===== src/rtl/seg7_readback_if.sv =====
// Display-bus readback interface: multiplexed active-low segments in,
// assembled hex word and status out.
interface seg7_readback_if #(
   parameter int DIGITS = 4
);
   logic [6:0]          seg_n;
   logic [DIGITS-1:0]   dig_sel;
   logic [4*DIGITS-1:0] value;
   logic                value_valid;
   logic [DIGITS-1:0]   digit_err;
   logic                overrun;

   modport master (
      output seg_n, dig_sel,
      input  value, value_valid, digit_err, overrun
   );

   modport slave (
      input  seg_n, dig_sel,
      output value, value_valid, digit_err, overrun
   );
endinterface


===== src/rtl/seg7_readback_decoder.sv =====
// Recovers hex nibbles from a multiplexed active-low 7-segment bus, filters
// unstable samples and assembles one word per complete digit scan.
module seg7_readback_decoder #(
   parameter int DIGITS     = 4,
   parameter int STABLE_CYC = 4
) (
   input logic            clk,
   input logic            rst,
   seg7_readback_if.slave bus
);
   localparam logic [7:0] CNT_MAX = 8'(STABLE_CYC - 1);
   localparam logic [7:0] CNT_ARM = 8'(STABLE_CYC - 2);

   logic [6:0]              r_seg;
   logic [DIGITS-1:0]       r_sel;
   logic [7:0]              r_cnt;
   logic [DIGITS-1:0]       r_mask;
   logic [DIGITS-1:0][3:0]  r_slot;
   logic [DIGITS-1:0]       r_err;
   logic [4*DIGITS-1:0]     r_value;
   logic                    r_valid;
   logic [DIGITS-1:0]       r_derr;
   logic                    r_ovr;

   logic       w_changed;
   logic       w_onehot;
   logic       w_cap;
   logic       w_full;
   logic [6:0] w_pat;
   logic [3:0] w_nib;
   logic       w_hit;

   // Compare the incoming sample with the one already held, so the counter
   // restarts on the same edge that registers a new pattern.
   assign w_changed = ({bus.seg_n, bus.dig_sel} != {r_seg, r_sel});
   assign w_onehot  = (r_sel != '0) && ((r_sel & (r_sel - DIGITS'(1))) == '0);
   assign w_cap     = !w_changed && (r_cnt == CNT_ARM) && w_onehot;
   assign w_full    = &r_mask;
   assign w_pat     = ~r_seg;

   always_comb begin
      w_nib = 4'h0;
      w_hit = 1'b1;
      case (w_pat)
         7'h7E: w_nib = 4'h0;
         7'h30: w_nib = 4'h1;
         7'h6D: w_nib = 4'h2;
         7'h79: w_nib = 4'h3;
         7'h33: w_nib = 4'h4;
         7'h5B: w_nib = 4'h5;
         7'h5F: w_nib = 4'h6;
         7'h70: w_nib = 4'h7;
         7'h7F: w_nib = 4'h8;
         7'h7B: w_nib = 4'h9;
         7'h77: w_nib = 4'hA;
         7'h1F: w_nib = 4'hB;
         7'h4E: w_nib = 4'hC;
         7'h3D: w_nib = 4'hD;
         7'h4F: w_nib = 4'hE;
         7'h47: w_nib = 4'hF;
         default: begin
            w_nib = 4'h0;
            w_hit = 1'b0;
         end
      endcase
   end

   always_ff @(posedge clk) begin
      if (rst) begin
         r_seg   <= 7'h7F;
         r_sel   <= '0;
         r_cnt   <= 8'd0;
         r_mask  <= '0;
         r_slot  <= '0;
         r_err   <= '0;
         r_value <= '0;
         r_valid <= 1'b0;
         r_derr  <= '0;
         r_ovr   <= 1'b0;
      end else begin
         r_seg <= bus.seg_n;
         r_sel <= bus.dig_sel;

         if (w_changed)
            r_cnt <= 8'd0;
         else if (r_cnt != CNT_MAX)
            r_cnt <= r_cnt + 8'd1;

         r_valid <= w_full;
         if (w_full) begin
            r_value <= r_slot;
            r_derr  <= r_err;
         end

         // A capture on the delivery edge starts the next frame.
         r_mask <= (w_full ? '0 : r_mask) | (w_cap ? r_sel : '0);

         if (w_cap) begin
            for (int i = 0; i < DIGITS; i++) begin
               if (r_sel[i]) begin
                  r_slot[i] <= w_nib;
                  r_err[i]  <= ~w_hit;
               end
            end
            if (!w_full && ((r_mask & r_sel) != '0))
               r_ovr <= 1'b1;
         end
      end
   end

   assign bus.value       = r_value;
   assign bus.value_valid = r_valid;
   assign bus.digit_err   = r_derr;
   assign bus.overrun     = r_ovr;
endmodule


===== src/flat_wrapper.sv =====
// flat-port wrapper written by rule: the top's interface ports become plain ports
module seg7_readback_decoder_flat 
#(
   parameter int DIGITS     = 4,
   parameter int STABLE_CYC = 4
)
  (clk, rst, bus_seg_n, bus_dig_sel, bus_value, bus_value_valid, bus_digit_err, bus_overrun);
  seg7_readback_if #(.DIGITS(DIGITS)) bus_i ();
  input logic clk;
  input logic rst;
  input wire logic [$bits(bus_i.seg_n)-1:0] bus_seg_n;
  input wire logic [$bits(bus_i.dig_sel)-1:0] bus_dig_sel;
  output wire logic [$bits(bus_i.value)-1:0] bus_value;
  output wire logic [$bits(bus_i.value_valid)-1:0] bus_value_valid;
  output wire logic [$bits(bus_i.digit_err)-1:0] bus_digit_err;
  output wire logic [$bits(bus_i.overrun)-1:0] bus_overrun;
  assign bus_i.seg_n = bus_seg_n;
  assign bus_i.dig_sel = bus_dig_sel;
  assign bus_value = bus_i.value;
  assign bus_value_valid = bus_i.value_valid;
  assign bus_digit_err = bus_i.digit_err;
  assign bus_overrun = bus_i.overrun;
  seg7_readback_decoder #(.DIGITS(DIGITS), .STABLE_CYC(STABLE_CYC)) u_core (.clk(clk), .rst(rst), .bus(bus_i));
endmodule

===== config.mk =====
export PLATFORM = sky130hd
export DESIGN_NAME = seg7_readback_decoder_flat
export DESIGN_NICKNAME = d
export VERILOG_FILES = /design/src/rtl/seg7_readback_if.sv /design/src/rtl/seg7_readback_decoder.sv /design/src/flat_wrapper.sv
export SDC_FILE = /design/constraint.sdc
export NUM_CORES = 1
export LEC_CHECK = 0
export CAP_MARGIN = 40
export CORE_ASPECT_RATIO = 1.2
export CORE_MARGIN = 5
export CORE_UTILIZATION = 35
export CTS_BUF_LIST = sky130_fd_sc_hd__clkbuf_8 sky130_fd_sc_hd__clkbuf_16
export DETAILED_ROUTE_END_ITERATION = 10
export PLACE_DENSITY_LB_ADDON = 0.25
export SLEW_MARGIN = 25
export SYNTH_ARGS = -nofsm -noshare
export SYNTH_HDL_FRONTEND = slang
export SYNTH_SLANG_ARGS = --single-unit
export TNS_END_PERCENT = 50

===== constraint.sdc =====
create_clock -name clk -period 1.9 [get_ports clk]
set_input_delay 0.19 -clock clk [delete_from_list [all_inputs] [get_ports clk]]
set_output_delay 0.19 -clock clk [all_outputs]
set_load 0.005 [all_outputs]

==> metrics.md, run 1 <==
| Metric | Value |
|---|---|
| Status | `complete, but fails checks` |
| Failing checks | `negative setup slack` |
| GR met3 Demand/Resource | `0.04021` |
| Inst Count DP | `roughly 520` |
| Sink Count | `65` |
| Post-layout utilization of the core | `0.4752` |
| Hold WS | `about 0.32 ns` |
| N_diodes | `0` |
| Pwr per Cell Area | `657.5 nW/um^2` |
| Final WL | `7.300 mm` |
| Most frequent cell after synthesis | `dfxtp_1` |
| Area Growth Syn to Fin | `33.59%` |
| Root buffer cell | `clkbuf_8` |
| RSZ-0062 raised after global routing | `yes` |
| Routed Antenna Nets | `0` |
| Xor and xnor fraction of the mapped netlist area | `0.06489` |
| Layout cell share with drive strength beyond 1 | `0.2394` |
| Die Span X | `about 95 um` |
| Post-synthesis mux area share | `0` |
| Top cells by area, synth | `dfxtp_1 43%, nand2_1 7.3%, a21oi_1 6.4%, xnor2_1 3.2%, nand3_1 2.8%` |
| GPL Wtd Cong | `0.8097` |
| Critical Path AT | `about 2.2 ns` |
| Vias in the first global route | `approximately 2,600` |
| Max rail drop VDD | `347.2 uV` |
| Initial antenna violation count | `0` |
| Top cell type's share of synthesized area | `0.4271` |
| Worst path required time | `2.14 ns` |
| Compound-Gate Fraction of Synth Area | `0.1511` |
| Period utilization | `1.014` |
| Combinational family with the most area after synthesis | `simple AND/OR/NAND/NOR gates` |
| Grt total ovfl | `0` |
| Adder-Cell Fraction of Synth Area | `0.008214` |
| Shortest period the worst path allows | `1.926 ns` |
| Total track usage | `0.1440` |
| Final non-filler cell total | `between 500 and 600` |
| Effective utilization at floorplan | `0.3557` |
| Fin. Hold Viols | `0` |
| Maxcap violations | `0` |
| Slew HR | `0.6388` |
| HPWL after DPL | `~5.2 mm` |
| Starting DRT DRC Count | `125` |
| Synth Instances | `approximately 350` |
| Post-synthesis simple-gate area fraction | `0.3101` |
| First-pass GRT wire length | `approximately 12 mm` |
| H-tree levels | `3` |
| Endpoint class of the critical path | `flop` |
| Clock Tree Buf Depth | `2` |
| CTS buffer count | `9` |
| Worst Path Max Fanout | `5` |
| Port bufs | `34` |
| Global routing's busiest layer | `met2` |
| CTS tree | `done` |
| DRC | `0` |
| Seq/Total Area, Yosys | `0.4271` |
| Design area | `4070 sq um` |
| Largest area contributor in the netlist | `dfxtp_1` |
| Post-synth ARST share | `0` |
| Avg Cell Area, Syn | `around 8.6 sq um` |
| Hold/Removal Path Class | `input port to flop` |
| Post-synth EDFFs | `0` |
| Slew @ Worst Pin | `roughly 0.54 ns` |
| Per-cell routed wire length | `~13 um` |
| Fmax | `between 500 and 600 MHz` |
| Largest net degree at the start of global routing | `62` |
| IO Pins | `35` |
| Crit Path Category | `flop to flop` |
| Endpoints failing setup | `7` |
| P_leak | `1.428 nW` |
| Post-synth top cells | `65 x dfxtp_1, 59 x nand2_1, 39 x a21oi_1, 19 x clkbuf_1, 17 x nand3_1` |
| Power, Total | `approximately 2.7 mW` |
| Layout Nets | `approximately 440` |
| Die height | `~110 um` |
| Pins over their slew limit | `0` |
| Netlist Area Pre-Place | `3047 sq um` |
| Yosys reg bits | `65` |
| Worst path setup slack after routing | `-0.02607 ns` |
| DIE AREA | `approximately 11,000 sq um` |
| Placed instance area | `around 3800 sq um` |
| Post-synth top flop | `dfxtp_1` |
| Clock skew after layout | `roughly 0.0099 ns` |
| Hold buffer count at CTS | `0` |
| GR Util met2 | `0.2433` |
| M1 GR Usage | `0.1653` |
| Type of origin of the critical path | `flop` |
| Clock slew at the register clock pins of the worst setup and hold paths | `0.08 ns` |
| Rows | `37` |
| Yosys cell types | `54` |
| Vias | `roughly 2,700` |
| Via density per instance | `~5` |
| Core footprint | `~8600 sq um` |
| Post-Syn Nets | `369` |
| 1st-pass router iterations | `4` |
| Clock latency at the later pin of the worst-skew pair | `~0.35 ns` |
| YS warnings | `0` |
| Fillers | `853` |
[area by class of cell]
class / instances / area (sq um) / share of cell area
Sequential cell: 65 / 1305 / 0.3206
Tap cell: 117 / 146.4 / 0.03597
Inverter: 4 / 15.01 / 0.003689
Timing Repair Buffer: 80 / 713.2 / 0.1752
Clock inverter: 7 / 47.55 / 0.01168
Clock buffer: 9 / 123.9 / 0.03043
Multi-Input combinational cell: 261 / 1719 / 0.4224
[cells by family after synthesis]
logic type,count (synthesis)
xor+xnor,20
simple gates,161
buf+inv,28
flops,65
compound gates,78
fa+ha+maj,2
[routing by layer]
metal / vias to the layer above / part of all wire
met5: - / 0
met4: 0 / 0.024
met1: 1224 / 0.44
li1: 1402 / -
met2: 62 / 0.49
met3: 14 / 0.045
[cell usage in the layout (no fill, tap or decap), types with 3 or more instances in the layout]
| master | n |
|---|---|
| xnor2_2 | 7 |
| a21oi_1 | 39 |
| nor2_1 | 15 |
| dfxtp_1 | 64 |
| xnor2_1 | 7 |
| nand2_1 | 59 |
| xor2_1 | 6 |
| nor2b_1 | 6 |
| or2_2 | 7 |
| nand4_1 | 6 |
| or4_4 | 3 |
| nand3_1 | 16 |
| nand2b_1 | 3 |
| o211ai_1 | 5 |
| buf_4 | 42 |
| nor4b_2 | 5 |
| o21ai_0 | 4 |
| clkbuf_8 | 9 |
| clkinv_2 | 3 |
| o21ai_1 | 9 |
| clkdlybuf4s50_1 | 33 |
| a211oi_1 | 5 |
| nand3b_1 | 9 |
| nor3_1 | 4 |
| and3_1 | 3 |
| inv_1 | 4 |
[timing repair]
action	4_1_cts	5_1_grt
endpoints found under the setup margin	11	25
buffers inserted	2	4
pin swaps	0	7
resized for setup	2	20
[sequential cells by signal, summed over array words and instances (netlist names)]
name                    count
u_core.bus.value_valid      1
u_core.bus.overrun          1
u_core.r_err                4
u_core.r_seg                7
u_core.bus.digit_err        4
u_core.r_sel                4
u_core.r_mask               4
u_core.bus.value           16
u_core.r_slot              16
u_core.r_cnt                8
[report_power, final]
part	switching (mW)	internal, mW	total (mW)
logic	0.134	0.132	0.266
registers	0.0118	1.37	1.38
clock network	0.557	0.469	1.03
[per-stage QoR]
stage	TNS [ns]	setup slack (ns)
after floorplan	0	0.08141
after CTS	0	0.005442
final	-0.1030	-0.02607
after global placement	-6.002	-0.4417
after detailed placement	-7.727	-0.4946
after global routing	-0.9344	-0.1411
[final timing paths]
check,from,slack [ns],endpoint,cells after the start
max reg2reg,u_core.r_cnt[5],-0.03,u_core.r_slot[15],7
max,u_core.r_cnt[5],-0.03,u_core.r_slot[15],7
min,rst,0.32,u_core.r_sel[1],3
min reg2reg,u_core.bus.digit_err[1],0.45,u_core.bus.digit_err[1],2
[worst max-delay path, stage by stage, from the launching register on]
cell and delay (ns):
dfxtp_4 0.35, nor4_4 0.36, buf_4 0.18, buf_4 0.11, nand3_1 0.05, or4_1 0.55, nand3b_1 0.15, o21ai_1 0.06
(Power assumes the default switching activity.)
==> run 2, diff against run 1 <==
--- a/config.mk
+++ b/config.mk
@@ -10,6 +10,7 @@
 export CORE_MARGIN = 5
 export CORE_UTILIZATION = 35
 export CTS_BUF_LIST = sky130_fd_sc_hd__clkbuf_8 sky130_fd_sc_hd__clkbuf_16
+export CTS_CLUSTER_DIAMETER = 30
 export DETAILED_ROUTE_END_ITERATION = 10
 export PLACE_DENSITY_LB_ADDON = 0.25
 export SLEW_MARGIN = 25
==> results of run 2 <==
Final layout, timing and power as in run 1 (identical DEF).
